File: src/rtl/po2_dot_pkg.sv
// Shared state encoding, weight entry layout and saturation limits for the
// power-of-two dot-product scheduler.
package po2_dot_pkg;

  localparam int W_DEF  = 16;
  localparam int LW_DEF = 4;

  typedef enum logic [1:0] {IDLE, ACCUM, DRAIN, OUTPUT} state_t;

  typedef struct packed {
    logic              neg;
    logic [LW_DEF-1:0] log2;
  } wt_t;

  localparam logic signed [W_DEF-1:0] SAT_MAX = {1'b0, {(W_DEF-1){1'b1}}};
  localparam logic signed [W_DEF-1:0] SAT_MIN = {1'b1, {(W_DEF-1){1'b0}}};

endpackage

File: src/rtl/po2_term.sv
// One registered po2 term: optional saturating negation, then arithmetic
// right shift by log2. Result and valid appear one cycle after in_v.
module po2_term
  import po2_dot_pkg::*;
#(
  parameter int W  = W_DEF,
  parameter int LW = LW_DEF
) (
  input  logic                clk,
  input  logic                rst_n,
  input  logic                in_v,
  input  logic signed [W-1:0] in_data,
  input  logic                neg,
  input  logic [LW-1:0]       log2,
  output logic                out_v,
  output logic signed [W-1:0] out_term
);

  logic signed [W-1:0] neg_val;
  logic signed [W-1:0] term_d;
  logic signed [W-1:0] term_q;
  logic                v_q;

  always_comb begin
    neg_val = in_data;
    // -(most negative) has no representation; clamp to the positive limit.
    if (neg) neg_val = (in_data == SAT_MIN) ? SAT_MAX : -in_data;
    if (32'(log2) >= W) term_d = {W{neg_val[W-1]}};
    else                term_d = neg_val >>> log2;
  end

  always_ff @(posedge clk or negedge rst_n) begin
    if (!rst_n) begin
      v_q    <= 1'b0;
      term_q <= '0;
    end else begin
      v_q <= in_v;
      if (in_v) term_q <= term_d;
    end
  end

  assign out_v    = v_q;
  assign out_term = term_q;

endmodule

File: src/rtl/po2_dot_scheduler.sv
// Streams K elements through a po2 term stage, accumulates and presents the
// saturated dot product on a registered valid/ready output.
module po2_dot_scheduler
  import po2_dot_pkg::*;
#(
  parameter int W  = W_DEF,
  parameter int I  = 4,
  parameter int K  = 8,
  parameter int LW = LW_DEF
) (
  input  logic                 clk,
  input  logic                 rst_n,
  input  logic                 cfg_we,
  input  logic [$clog2(K)-1:0] cfg_addr,
  input  logic                 cfg_neg,
  input  logic [LW-1:0]        cfg_log2,
  output logic                 cfg_ready,
  input  logic                 in_valid,
  input  logic signed [W-1:0]  in_data,
  output logic                 in_ready,
  output logic                 out_valid,
  output logic signed [W-1:0]  out_data,
  input  logic                 out_ready
);

  localparam int CW = $clog2(K);
  localparam int AW = W + CW;

  if (K < 2 || W != W_DEF || LW != LW_DEF || I >= W) begin : g_param_check
    $error("po2_dot_scheduler: unsupported parameter set");
  end

  state_t               state_q, state_d;
  logic [CW-1:0]        cnt_q, cnt_d;
  logic signed [AW-1:0] acc_q, acc_d;
  logic                 ovld_q, ovld_d;
  logic signed [W-1:0]  odat_q, odat_d;
  logic signed [W-1:0]  sat_val;
  wt_t                  tbl_q [K];
  wt_t                  cfg_wt, cur_wt;
  logic                 tbl_we, accept, term_v;
  logic signed [W-1:0]  term;

  assign cfg_ready = rst_n && (state_q == IDLE);
  assign in_ready  = rst_n && (state_q == IDLE || state_q == ACCUM);
  assign out_valid = ovld_q;
  assign out_data  = odat_q;

  assign accept = in_valid && in_ready;
  assign tbl_we = cfg_we && (state_q == IDLE);
  assign cfg_wt = '{neg: cfg_neg, log2: cfg_log2};
  // A write landing with the element-0 accept must be seen by that element.
  assign cur_wt = (tbl_we && cfg_addr == cnt_q) ? cfg_wt : tbl_q[cnt_q];

  po2_term #(.W(W), .LW(LW)) u_term (
    .clk      (clk),
    .rst_n    (rst_n),
    .in_v     (accept),
    .in_data  (in_data),
    .neg      (cur_wt.neg),
    .log2     (cur_wt.log2),
    .out_v    (term_v),
    .out_term (term)
  );

  always_comb begin
    sat_val = acc_q[W-1:0];
    if (acc_q > AW'(SAT_MAX))      sat_val = SAT_MAX;
    else if (acc_q < AW'(SAT_MIN)) sat_val = SAT_MIN;
  end

  always_comb begin
    state_d = state_q;
    cnt_d   = cnt_q;
    acc_d   = acc_q;
    ovld_d  = ovld_q;
    odat_d  = odat_q;
    if (term_v) acc_d = acc_q + AW'(term);
    case (state_q)
      IDLE, ACCUM: begin
        if (accept) begin
          cnt_d   = cnt_q + CW'(1);
          state_d = (cnt_q == CW'(K-1)) ? DRAIN : ACCUM;
        end
      end
      DRAIN: state_d = OUTPUT;
      OUTPUT: begin
        // First OUTPUT cycle registers the saturated sum; then hold until taken.
        if (!ovld_q) begin
          ovld_d = 1'b1;
          odat_d = sat_val;
        end else if (out_ready) begin
          ovld_d  = 1'b0;
          odat_d  = '0;
          acc_d   = '0;
          cnt_d   = '0;
          state_d = IDLE;
        end
      end
      default: state_d = IDLE;
    endcase
  end

  always_ff @(posedge clk or negedge rst_n) begin
    if (!rst_n) begin
      state_q <= IDLE;
      cnt_q   <= '0;
      acc_q   <= '0;
      ovld_q  <= 1'b0;
      odat_q  <= '0;
    end else begin
      state_q <= state_d;
      cnt_q   <= cnt_d;
      acc_q   <= acc_d;
      ovld_q  <= ovld_d;
      odat_q  <= odat_d;
    end
  end

  always_ff @(posedge clk or negedge rst_n) begin
    if (!rst_n) begin
      for (int i = 0; i < K; i++) tbl_q[i] <= '0;
    end else if (tbl_we) begin
      tbl_q[cfg_addr] <= cfg_wt;
    end
  end

endmodule

File: config.mk
export PLATFORM = sky130hd
export DESIGN_NAME = po2_dot_scheduler
export DESIGN_NICKNAME = d
export VERILOG_FILES = /design/src/rtl/po2_dot_pkg.sv /design/src/rtl/po2_term.sv /design/src/rtl/po2_dot_scheduler.sv
export SDC_FILE = /design/constraint.sdc
export NUM_CORES = 1
export LEC_CHECK = 0
export ABC_AREA = 1
export BUFFER_PORTS_ARGS = -buffer_cell sky130_fd_sc_hd__buf_2
export CELL_PAD_IN_SITES_DETAIL_PLACEMENT = 2
export CELL_PAD_IN_SITES_GLOBAL_PLACEMENT = 2
export CORE_ASPECT_RATIO = 1.1
export CORE_MARGIN = 2
export CORE_UTILIZATION = 35
export CTS_CLUSTER_SIZE = 8
export DETAILED_ROUTE_END_ITERATION = 8
export GPL_TIMING_DRIVEN = 0
export MAX_ROUTING_LAYER = met4
export PLACE_DENSITY_LB_ADDON = 0.1
export SETUP_SLACK_MARGIN = 0.5
export SLEW_MARGIN = 10
export SYNTH_ARGS = -nofsm -noshare
export SYNTH_HDL_FRONTEND = slang
export SYNTH_SLANG_ARGS = --single-unit
export TNS_END_PERCENT = 5
File: constraint.sdc
create_clock -name clk -period 2.4 [get_ports clk]
set_clock_uncertainty 0.2 [all_clocks]
set_input_delay 0.24 -clock clk [delete_from_list [all_inputs] [get_ports clk]]
set_output_delay 0.24 -clock clk [all_outputs]
set_load 0.05 [all_outputs]
==> results of run 1 <==
==> worst max-delay path, stage by stage (launching register included) <==
cell	delay, ps
dfrtp_2	490
buf_8	170
buf_4	150
nand2_2	60
nand3_2	80
nand3_2	90
nand3_4	170
nand2_8	150
buf_8	150
nand2_2	90
nand3_2	110
nand2_2	80
nand2_2	100
nand2_1	70
nand2_1	100
nand3_2	90
a21boi_1	150
==> layout by cell type, fill, tap and decap left out, types with 5 or more instances in the layout <==
master,Yosys,routed
inv_4,1,6
clkbuf_16,0,13
buf_8,0,6
nand3_4,1,8
buf_4,4,32
nand2_4,3,15
nand2_2,4,49
dfrtp_1,98,92
nand3_2,2,78
dfrtp_2,0,6
or2_2,9,9
o21ai_1,1,19
o21bai_1,7,6
buf_6,4,8
inv_2,7,7
buf_2,11,47
o211ai_1,14,14
nand4_1,7,7
nand2_1,238,180
a21boi_1,6,6
inv_1,96,89
ha_1,21,10
ha_4,0,8
o21ai_2,1,5
clkbuf_2,0,7
a21oi_2,0,7
nor2_1,86,83
o22ai_1,16,16
a21oi_1,35,27
xor2_1,7,7
nor3_1,10,5
nand3_1,145,62
o21ai_0,71,47
==> stage by stage <==
stage | cell area [um^2] | setup TNS [ps] | std cells | setup slack [ps]
2_1_floorplan | 6720 | 0 | 941 | 345
3_3_place_gp | 7250 | -56950 | 1229 | -1540
3_5_place_dp | 7280 | -7100 | 1230 | -393
4_1_cts | 8200 | -138 | 1273 | -41.1
5_1_grt | 8970 | -3820 | 1283 | -325
6_report | 8970 | -2130 | 1283 | -204
==> timing repair <==
action	4_1_cts	5_1_grt
hold endpoints to repair	100	98
pin swaps	20	46
cloned	2	5
buffers inserted	23	5
endpoints found under the setup margin	94	92
gates resized for setup	103	172
==> state kept, by name, summed over array words and instances, names as in the netlist <==
signal / cells
cnt_q: 3
tbl_q: 40
out_data: 16
acc_q: 19
out_valid: 1
state_q: 2
u_term.out_v: 1
u_term.out_term: 16
==> layer usage <==
layer	up-vias	share of wire, %
met5	-	0
met3	67	2.2
li1	3323	-
met2	129	54
met4	0	3.1
met1	3588	41
==> cells in the mapped netlist (all sizes together) (9+ instances only) <==
cell type	count
ha	21
clkbuf	10
nor2	89
or2	9
o211ai	14
nand2	246
inv	104
o22ai	16
buf	19
dfrtp	98
nor3	10
o21ai	73
a21oi	35
nand3	148
==> path summary, 6_finish.rpt <==
| check | to | slack, ps | cells after the start |
|---|---|---|---|
| min in group clk | tbl_q[0] | 20 | 3 |
| hold reg to reg | tbl_q[9] | 290 | 2 |
| hold / removal | out_data[12] | -480 | 1 |
| setup / recovery | u_term.out_term[7] | -200 | 16 |
| max in group asynchronous | state_q[1] | 1910 | 2 |
| setup reg to reg | u_term.out_term[7] | -200 | 16 |
==> logic make-up (layout without fill, tap and decap cells) <==
| kind of cell | after synthesis | count (layout) |
|---|---|---|
| simple gates | 512 | 513 |
| fa+ha+maj | 22 | 22 |
| xor+xnor | 9 | 9 |
| buf+inv | 136 | 234 |
| compound gates | 164 | 164 |
| flops | 98 | 98 |
==> layout make-up <==
type                            instances  area share [%]
Buffer                                 29            2.86
Clock buffer                            9            2.51
Clock inverter                          7            1.12
Inverter                              107            4.95
Multi-Input combinational cell        708            50.8
Sequential cell                        98            27.4
Tap cell                              243            3.39
Timing Repair Buffer                   82            6.96
==> impl_metrics.json, run 1 <==
{
  "status": "complete, but fails checks",
  "violations": "hold timing, setup timing",
  "time_the_final_worst_path_needs_with_i_o_delays_and_setup_ps": 2600,
  "synth-seq-area-share_pct": 37.2,
  "layout.nets": 1086,
  "area_fraction_in_compound_gates_after_synthesis_pct": 14.4,
  "synth_top_family_by_area": "simple AND/OR/NAND/NOR gates",
  "global_route_wire_length_before_repair_um": 39300,
  "grt.met3_usage_pct": 2.50,
  "maximum_root_to_sink_buffer_count": 2,
  "synth_xor_xnor_area_share_pct": 1.19,
  "drc_violations_left": 0,
  "regToRegStartpoint": "cnt_q[0]",
  "max_freq_mhz": 384,
  "required_worst_endpoint_ps": 2480,
  "gr-usage-all-layers_pct": 25.5,
  "detailedRoute.firstIterationViolations": 232,
  "groute.layer.met1.usage_pct": 30.4,
  "synth.area.mux_share_pct": 0,
  "grt_overflow": 0,
  "vias_per_cell": 5.54,
  "ios": 48,
  "post_route_worst_hold_slack_ps": -482,
  "netlist.area_leader.share_pct": 37.2,
  "clock_latency_on_the_worst_skew_pair_ps": 360,
  "crit_path_setup_slack_layout_ps": -204,
  "clkSlewWorstSetupHoldPaths_ps": 80,
  "ys.flop_type": "dfrtp_1",
  "drv_cap": 0,
  "initial_antenna_violation_count": 0,
  "synth_area_leader_cell": "dfrtp_1",
  "grt_start_max_net_pins": 54,
  "cts.hold.buffers_added": 2,
  "drt.antenna.violating_nets": 0,
  "num_vias": 7107,
  "finish.utilization_pct": 48.7,
  "start_kind": "flip-flop",
  "postSynthRegisterBits": 98,
  "detailed_place_hpwl_um": 17300,
  "floorplan.die.height_um": 148,
  "post_drt_wl_per_cell_um": 21.8,
  "drive_gt1_share_pct": 33.9,
  "timing.final.hold_violations": 98,
  "crit_path_end_kind": "flip-flop",
  "clock_tree_root": "clkbuf_16",
  "max-slew-margin-rel_pct": 62.8,
  "timing.critical_path.fanout_max": 5,
  "cts.htree.levels": 3,
  "rows": 52,
  "ys_async_sr_fraction_pct": 100,
  "yosys.cell_types.count": 45,
  "top_usage_layer": "met2",
  "clkSinkCount": 98,
  "synthToLayoutAreaGrowth_pct": 36.0,
  "fillers": 2098,
  "yosys-top-cells-area": "dfrtp_1 37%, nand2_1 14%, nand3_1 11%",
  "tritoncts": "built",
  "wl_um": 27900,
  "finalSetupViolCount": 15,
  "critPathKind": "flip-flop to flip-flop",
  "setup_repair_after_global_routing_missed_its_margin": "yes",
  "insertedDiodeCount": 0,
  "launching_element_of_the_worst_setup_path": "cnt_q[0]",
  "post_synth_fa_ha_maj_area_fraction_pct": 4.29,
  "post_synth_edffs": 0,
  "finalWeightedCongestion": 0.822,
  "grt_util_met2_pct": 46.0,
  "ys.warnings.count": 0,
  "synth_simple_gate_area_share_pct": 34.2,
  "port-buffer-count": 45,
  "drt_first_pass_iters": 4,
  "core_area_um2": 18400,
  "fp.dieArea_um2": 20000,
  "type_of_the_tightest_min_delay_check": "input pin to async pin",
  "register_area_um2": 2460,
  "period_share_pct": 109,
  "cts-buffers-inserted": 9,
  "area_of_the_multi_input_gates_um2": 4560,
  "die_width_um": 135,
  "synth_area_per_cell_um2": 7.01,
  "maxSlewViolCount": 0,
  "syn-instance-count": 941,
  "arrival_time_reported_for_the_critical_path_endpoint_ps": 2690,
  "cell_area_after_synthesis_um2": 6600,
  "synth.net_count": 992,
  "tightest_slew_ps": 557,
  "grt_pass1_vias": 7528,
  "initial_core_util_pct": 35.8
}
Power of run 1 is not shown: default switching activity piles up to over one toggle a cycle in this logic, so the estimate is an artifact.
==> run 2, diff against run 1 <==
--- a/config.mk
+++ b/config.mk
@@ -5,13 +5,12 @@
 export SDC_FILE = /design/constraint.sdc
 export NUM_CORES = 1
 export LEC_CHECK = 0
-export ABC_AREA = 1
 export BUFFER_PORTS_ARGS = -buffer_cell sky130_fd_sc_hd__buf_2
 export CELL_PAD_IN_SITES_DETAIL_PLACEMENT = 2
 export CELL_PAD_IN_SITES_GLOBAL_PLACEMENT = 2
 export CORE_ASPECT_RATIO = 1.1
 export CORE_MARGIN = 2
-export CORE_UTILIZATION = 35
+export CORE_UTILIZATION = 39
 export CTS_CLUSTER_SIZE = 8
 export DETAILED_ROUTE_END_ITERATION = 8
 export GPL_TIMING_DRIVEN = 0
==> impl_metrics.json, run 2 <==
{
  "initial_antenna_violation_count": 0,
  "regToRegStartpoint": "cnt_q[0]",
  "drv_cap": 0,
  "global_route_wire_length_before_repair_um": 33700,
  "synth_area_per_cell_um2": 9.84,
  "fp.dieArea_um2": 17400,
  "reg2regPathDepth": 9,
  "cts.htree.levels": 3,
  "wl_um": 21400,
  "insertedDiodeCount": 0,
  "register_area_um2": 2460,
  "post_drt_wl_per_cell_um": 23.0,
  "clock_tree_root": "clkbuf_16",
  "grt_overflow": 0,
  "yosys.cell_types.count": 71,
  "post_route_worst_hold_slack_ps": -460,
  "fillers": 1688,
  "reg2reg_setup_slack_ps": -830,
  "largest_reg_by_ff_count": "tbl_q",
  "tightest_slew_ps": 656,
  "biggestRegsByFlops": "tbl_q: 40 flops, acc_q: 19 flops",
  "core_area_um2": 16200,
  "clkSinkCount": 98,
  "setup_repair_after_global_routing_missed_its_margin": "yes",
  "groute.layer.met1.usage_pct": 28.6,
  "port-buffer-count": 47,
  "num_vias": 5518,
  "cts-buffers-inserted": 9,
  "clkSlewWorstSetupHoldPaths_ps": 80,
  "layout.nets": 770,
  "synth_area_leader_cell": "dfrtp_1",
  "layout_common_cells": "95 x dfrtp_1, 61 x nand2_1, 55 x nor2_1",
  "tritoncts": "built",
  "power_density_nw_per_um2": 1780,
  "crit_path_end_kind": "flip-flop",
  "leading_cell_type_in_the_layout_fill_and_taps_excluded": "dfrtp_1",
  "max-slew-margin-rel_pct": 55.9,
  "violations": "hold timing, setup timing",
  "drive_gt1_share_pct": 34.0,
  "grt_start_max_net_pins": 53,
  "synthToLayoutAreaGrowth_pct": 22.6,
  "arrival_time_reported_for_the_critical_path_endpoint_ps": 3260,
  "drt_first_pass_iters": 4,
  "top_usage_layer": "met2",
  "crit_path_setup_slack_layout_ps": -835,
  "period_share_pct": 135,
  "clock_latency_on_the_worst_skew_pair_ps": 360,
  "synth-seq-area-share_pct": 38.5,
  "totalPowerFinal_mw": 13.9,
  "yosys-top-cells-area": "dfrtp_1 39%, mux2_2 8.0%, mux2i_1 4.6%",
  "leakagePower_nw": 3.49,
  "start_kind": "flip-flop",
  "maxSlewViolCount": 0,
  "timing.critical_path.fanout_max": 5,
  "detailedRoute.firstIterationViolations": 177,
  "max_freq_mhz": 309,
  "grt.met3_usage_pct": 2.86,
  "ys.warnings.count": 0,
  "synth.top_cells.by_count": "98 x dfrtp_1, 68 x nand2_1, 58 x nor2_1, 45 x mux2_2, 44 x o21ai_0",
  "type_of_the_tightest_min_delay_check": "input pin to async pin",
  "synthMostInstantiatedCell": "dfrtp_1",
  "summed_negative_setup_slack_over_all_endpoints_ps": -12470,
  "initial_core_util_pct": 39.3,
  "gr-usage-all-layers_pct": 24.9,
  "netlist.area_leader.share_pct": 38.5,
  "rows": 49,
  "die_width_um": 126,
  "dpl-instance-area_um2": 6880,
  "cell_area_after_synthesis_um2": 6370,
  "ios": 48,
  "required_worst_endpoint_ps": 2420,
  "drt.antenna.violating_nets": 0,
  "vias_per_cell": 5.95,
  "post_synth_edffs": 0,
  "status": "complete, but fails checks",
  "drc_violations_left": 0,
  "time_the_final_worst_path_needs_with_i_o_delays_and_setup_ps": 3230,
  "area_of_the_multi_input_gates_um2": 4150,
  "finalSetupViolCount": 22,
  "design_area_um2": 7800,
  "postSynthRegisterBits": 98,
  "ys.flop_type": "dfrtp_1",
  "timing.final.hold_violations": 98,
  "post-place-ws_ps": -1360,
  "grt_pass1_vias": 6203,
  "finalWeightedCongestion": 0.885,
  "maximum_root_to_sink_buffer_count": 2,
  "number_of_flip_flops_under_the_largest_register_name": 40,
  "worstReg2RegEnd": "u_term.out_term[1]",
  "worst_ir_drop_vdd_mv": 0.728,
  "syn-instance-count": 647,
  "critPathKind": "flip-flop to flip-flop",
  "synth.net_count": 698,
  "floorplan.die.height_um": 138,
  "grt_util_met2_pct": 45.5,
  "ys_async_sr_fraction_pct": 100,
  "detailed_place_hpwl_um": 15000
}
[run 2: cell count changes after synthesis, sizes merged, moves of 8 or more]
| cell | previous run | this run |
|---|---|---|
| nand2 | 246 | 68 |
| mux2 | 0 | 46 |
| nand3 | 148 | 7 |
| xnor2 | 2 | 12 |
| a21o | 3 | 16 |
| o21ai | 73 | 49 |
| o211ai | 14 | 5 |
| nor2 | 89 | 59 |
| mux2i | 0 | 30 |
| inv | 104 | 11 |
| a221oi | 0 | 12 |
| mux4 | 0 | 12 |
| nor2b | 0 | 8 |
[run 2: logic make-up after synthesis]
kind of cell,share of synthesized area (%)
AOI/OAI and AO/OA,18.3
xor gates and xnor gates,2.73
adders and majority gates,4.44
buffers and inverters,3.09
DFF,38.5
muxes,17.5
and+or+nand+nor,15.5
[run 2: power by group]
group	internal (mW)	switching [mW]
clock network	0.742	0.746
logic	4.04	5.31
registers	2.43	0.662
[run 2: worst max-delay path, cell delays in order, from the launching register on]
cell,delay (ps)
dfrtp_1,430
buf_8,150
mux4_2,520
mux2_4,350
o21ai_4,290
a211oi_4,80
a221o_1,380
mux4_2,510
nor2_1,110
o31ai_1,80
[run 2: how the worst max path moves through the flow]
stage               startpoint            endpoint  slack, ps  cells after the start
floorplan             cnt_q[0]  u_term.out_term[1]       -500                      9
global placement         rst_n  u_term.out_term[8]      -1440                      8
detailed placement     cfg_neg  u_term.out_term[2]      -1360                     10
CTS                   cnt_q[0]  u_term.out_term[1]       -810                      9
global route          cnt_q[0]  u_term.out_term[1]       -930                      9
finish                cnt_q[0]  u_term.out_term[1]       -830                      9
[run 2: area by class of cell]
class / instances / area share [%]
well taps: 204 / 3.27
inverters: 12 / 0.593
clock inverters: 7 / 1.04
multi-input cells: 508 / 53.2
flip-flops and latches: 98 / 31.5
clock buffers: 9 / 2.89
repair buffers: 61 / 5.15
plain buffers: 29 / 2.42
[run 2: timing repair]
item | in CTS | in global routing
setup endpoints to repair | 94 | 93
pin swaps | 19 | 7
resized for setup | 71 | 51
endpoints found under the hold margin | 98 | 98
buffers inserted | 7 | 6
[run 2: through the flow]
stage	std cells	hold slack, ps	util [%]
global route	928	-446	48.2
detailed placement	899	139	42.5
CTS	922	-453	46.6
global placement	898	244	42.4
floorplan	647	-256	-
finish	928	-460	48.2
[run 2: per-layer routing]
layer  part of all wire (%)  up-vias
met3                    2.0       39
met2                     54       88
met4                    2.8        0
met5                      0        -
met1                     41     2841
li1                       -     2550
Note: power is estimated with default switching activity, not from simulation.
==> run 3, diff against run 2 <==
--- a/config.mk
+++ b/config.mk
@@ -5,14 +5,14 @@
 export SDC_FILE = /design/constraint.sdc
 export NUM_CORES = 1
 export LEC_CHECK = 0
-export BUFFER_PORTS_ARGS = -buffer_cell sky130_fd_sc_hd__buf_2
 export CELL_PAD_IN_SITES_DETAIL_PLACEMENT = 2
 export CELL_PAD_IN_SITES_GLOBAL_PLACEMENT = 2
 export CORE_ASPECT_RATIO = 1.1
 export CORE_MARGIN = 2
-export CORE_UTILIZATION = 39
+export CORE_UTILIZATION = 42
 export CTS_CLUSTER_SIZE = 8
 export DETAILED_ROUTE_END_ITERATION = 8
+export DONT_BUFFER_PORTS = 1
 export GPL_TIMING_DRIVEN = 0
 export MAX_ROUTING_LAYER = met4
 export PLACE_DENSITY_LB_ADDON = 0.1
==> impl_metrics.json, run 3 (same netlist as run 2, synthesis figures left out) <==
{
  "clock_latency_on_the_worst_skew_pair_ps": 370,
  "insertedDiodeCount": 0,
  "fillers": 1463,
  "wl_um": 26800,
  "tightest_slew_ps": 744,
  "type_of_the_tightest_min_delay_check": "input pin to async pin",
  "fp.dieArea_um2": 16200,
  "grt_pass1_vias": 6452,
  "period_share_pct": 145,
  "detailed_place_hpwl_um": 15200,
  "drt.antenna.violating_nets": 0,
  "drc_violations_left": 0,
  "crit_path_max_incr_delay_ps": 430,
  "violations": "hold timing, setup timing",
  "number_of_flip_flops_under_the_largest_register_name": 40,
  "floorplan.die.height_um": 133,
  "post-place-ws_ps": -1430,
  "start_kind": "flip-flop",
  "crit_path_top_delay_cell": "dfrtp_1",
  "cts-buffers-inserted": 9,
  "grt_start_max_net_pins": 100,
  "critPathKind": "flip-flop to flip-flop",
  "biggestRegsByFlops": "tbl_q: 40 flops, acc_q: 19 flops",
  "finalWeightedCongestion": 0.878,
  "largest_reg_by_ff_count": "tbl_q",
  "setup_repair_after_global_routing_missed_its_margin": "yes",
  "leading_cell_type_in_the_layout_fill_and_taps_excluded": "dfrtp_1",
  "ios": 48,
  "global_route_wire_length_before_repair_um": 37500,
  "post_drt_wl_per_cell_um": 30.3,
  "rows": 47,
  "finalSetupViolCount": 26,
  "crit_path_setup_slack_layout_ps": -1090,
  "time_the_final_worst_path_needs_with_i_o_delays_and_setup_ps": 3490,
  "status": "complete, but fails checks",
  "die_width_um": 121,
  "drv_cap": 0,
  "max-slew-margin-rel_pct": 50.3,
  "timing.critical_path.fanout_max": 10,
  "path_cells": "buf_8 -> buf_12 -> xnor2_2 -> nand4_1 -> buf_4 -> buf_4 -> a221oi_1 -> o22ai_2 -> mux2i_2 -> nand2_1 -> o21ai_0 -> o22ai_1 -> o21ai_0",
  "clock_tree_root": "clkbuf_16",
  "clkSlewWorstSetupHoldPaths_ps": 80,
  "tritoncts": "built",
  "summed_negative_setup_slack_over_all_endpoints_ps": -16030,
  "finish.utilization_pct": 53.4,
  "grt_overflow": 0,
  "initial_core_util_pct": 42.6,
  "arrival_time_reported_for_the_critical_path_endpoint_ps": 3550,
  "synthToLayoutAreaGrowth_pct": 25.2,
  "detailedRoute.firstIterationViolations": 300,
  "port-buffer-count": 0,
  "vias_per_cell": 6.53,
  "crit_path_end_kind": "flip-flop",
  "required_worst_endpoint_ps": 2460,
  "post_route_worst_hold_slack_ps": -639,
  "drive_gt1_share_pct": 32.9,
  "clkSinkCount": 98,
  "maximum_root_to_sink_buffer_count": 2,
  "max_freq_mhz": 287,
  "core_area_um2": 14900,
  "layout.nets": 737,
  "timing.final.hold_violations": 98,
  "num_vias": 5790,
  "initial_antenna_violation_count": 0,
  "gr-usage-all-layers_pct": 31.6,
  "drt_first_pass_iters": 7,
  "cts.htree.levels": 3,
  "layout_common_cells": "91 x dfrtp_1, 60 x nand2_1, 52 x nor2_1",
  "maxSlewViolCount": 0
}
[run 3: changes by cell type in the layout (fill, tap and decap cells not counted), moves of 4 or more]
cell           before  now
dfrtp_2             3    7
mux2_4              1   37
nand2_4             0    5
buf_4              17   23
dlygate4sd3_1       0    7
dfrtp_1            95   91
buf_2              48    3
nand2_2             7    1
mux2_2             45    9
[run 3: timing repair]
action	4_1_cts	5_1_grt
hold buffers	5	2
hold endpoints to repair	138	104
endpoints found under the setup margin	98	93
gates cloned	0	1
buffers inserted	13	7
pin swaps	30	12
resized for setup	136	60
[run 3: stage by stage]
step	instance area, um^2	hold WS (ps)	std cells
global placement	6620	-253	843
floorplan	6370	-256	647
finish	7970	-639	887
CTS	7650	-639	877
detailed placement	6620	-253	843
global route	7970	-647	887
[run 3: critical path: cells and delay by family, from the launching register on]
family / cells / cell delay [ps]
multiplexers: 1 / 280
XOR/XNOR: 1 / 220
flip-flops: 1 / 430
AO/OA/AOI/OAI: 5 / 1220
AND/OR/NAND/NOR: 2 / 280
buffers and inverters: 4 / 730
[run 3: final cells by class]
type / count / area [um^2] / area share, %
multi-input cells: 508 / 4410 / 55.3
flip-flops and latches: 98 / 2460 / 30.9
repair buffers: 28 / 254 / 3.19
well taps: 196 / 245 / 3.08
plain buffers: 29 / 239 / 3.00
clock buffers: 9 / 225 / 2.83
clock inverters: 7 / 95.1 / 1.19
inverters: 12 / 46.3 / 0.581
[run 3: path summary, 6_finish.rpt]
kind                                     from            endpoint  slack (ps)  cells past startpoint
max                                  cnt_q[0]  u_term.out_term[7]       -1090                     13
min                                     rst_n        out_data[11]        -640                      0
max reg2reg                          cnt_q[0]  u_term.out_term[7]       -1090                     13
min reg2reg                u_term.out_term[4]  u_term.out_term[4]         310                      1
max in group asynchronous               rst_n  u_term.out_term[1]        2500                      0
min in group clk                    out_ready           acc_q[11]          50                      3
[run 3: per-layer routing]
| layer | global-route usage, % | part of all wire (%) |
|---|---|---|
| met5 | - | 0 |
| met2 | 56.7 | 54 |
| met1 | 33.9 | 36 |
| met3 | 4.37 | 3.6 |
| met4 | 15.6 | 5.8 |
Power of run 3 is left out for the same reason.
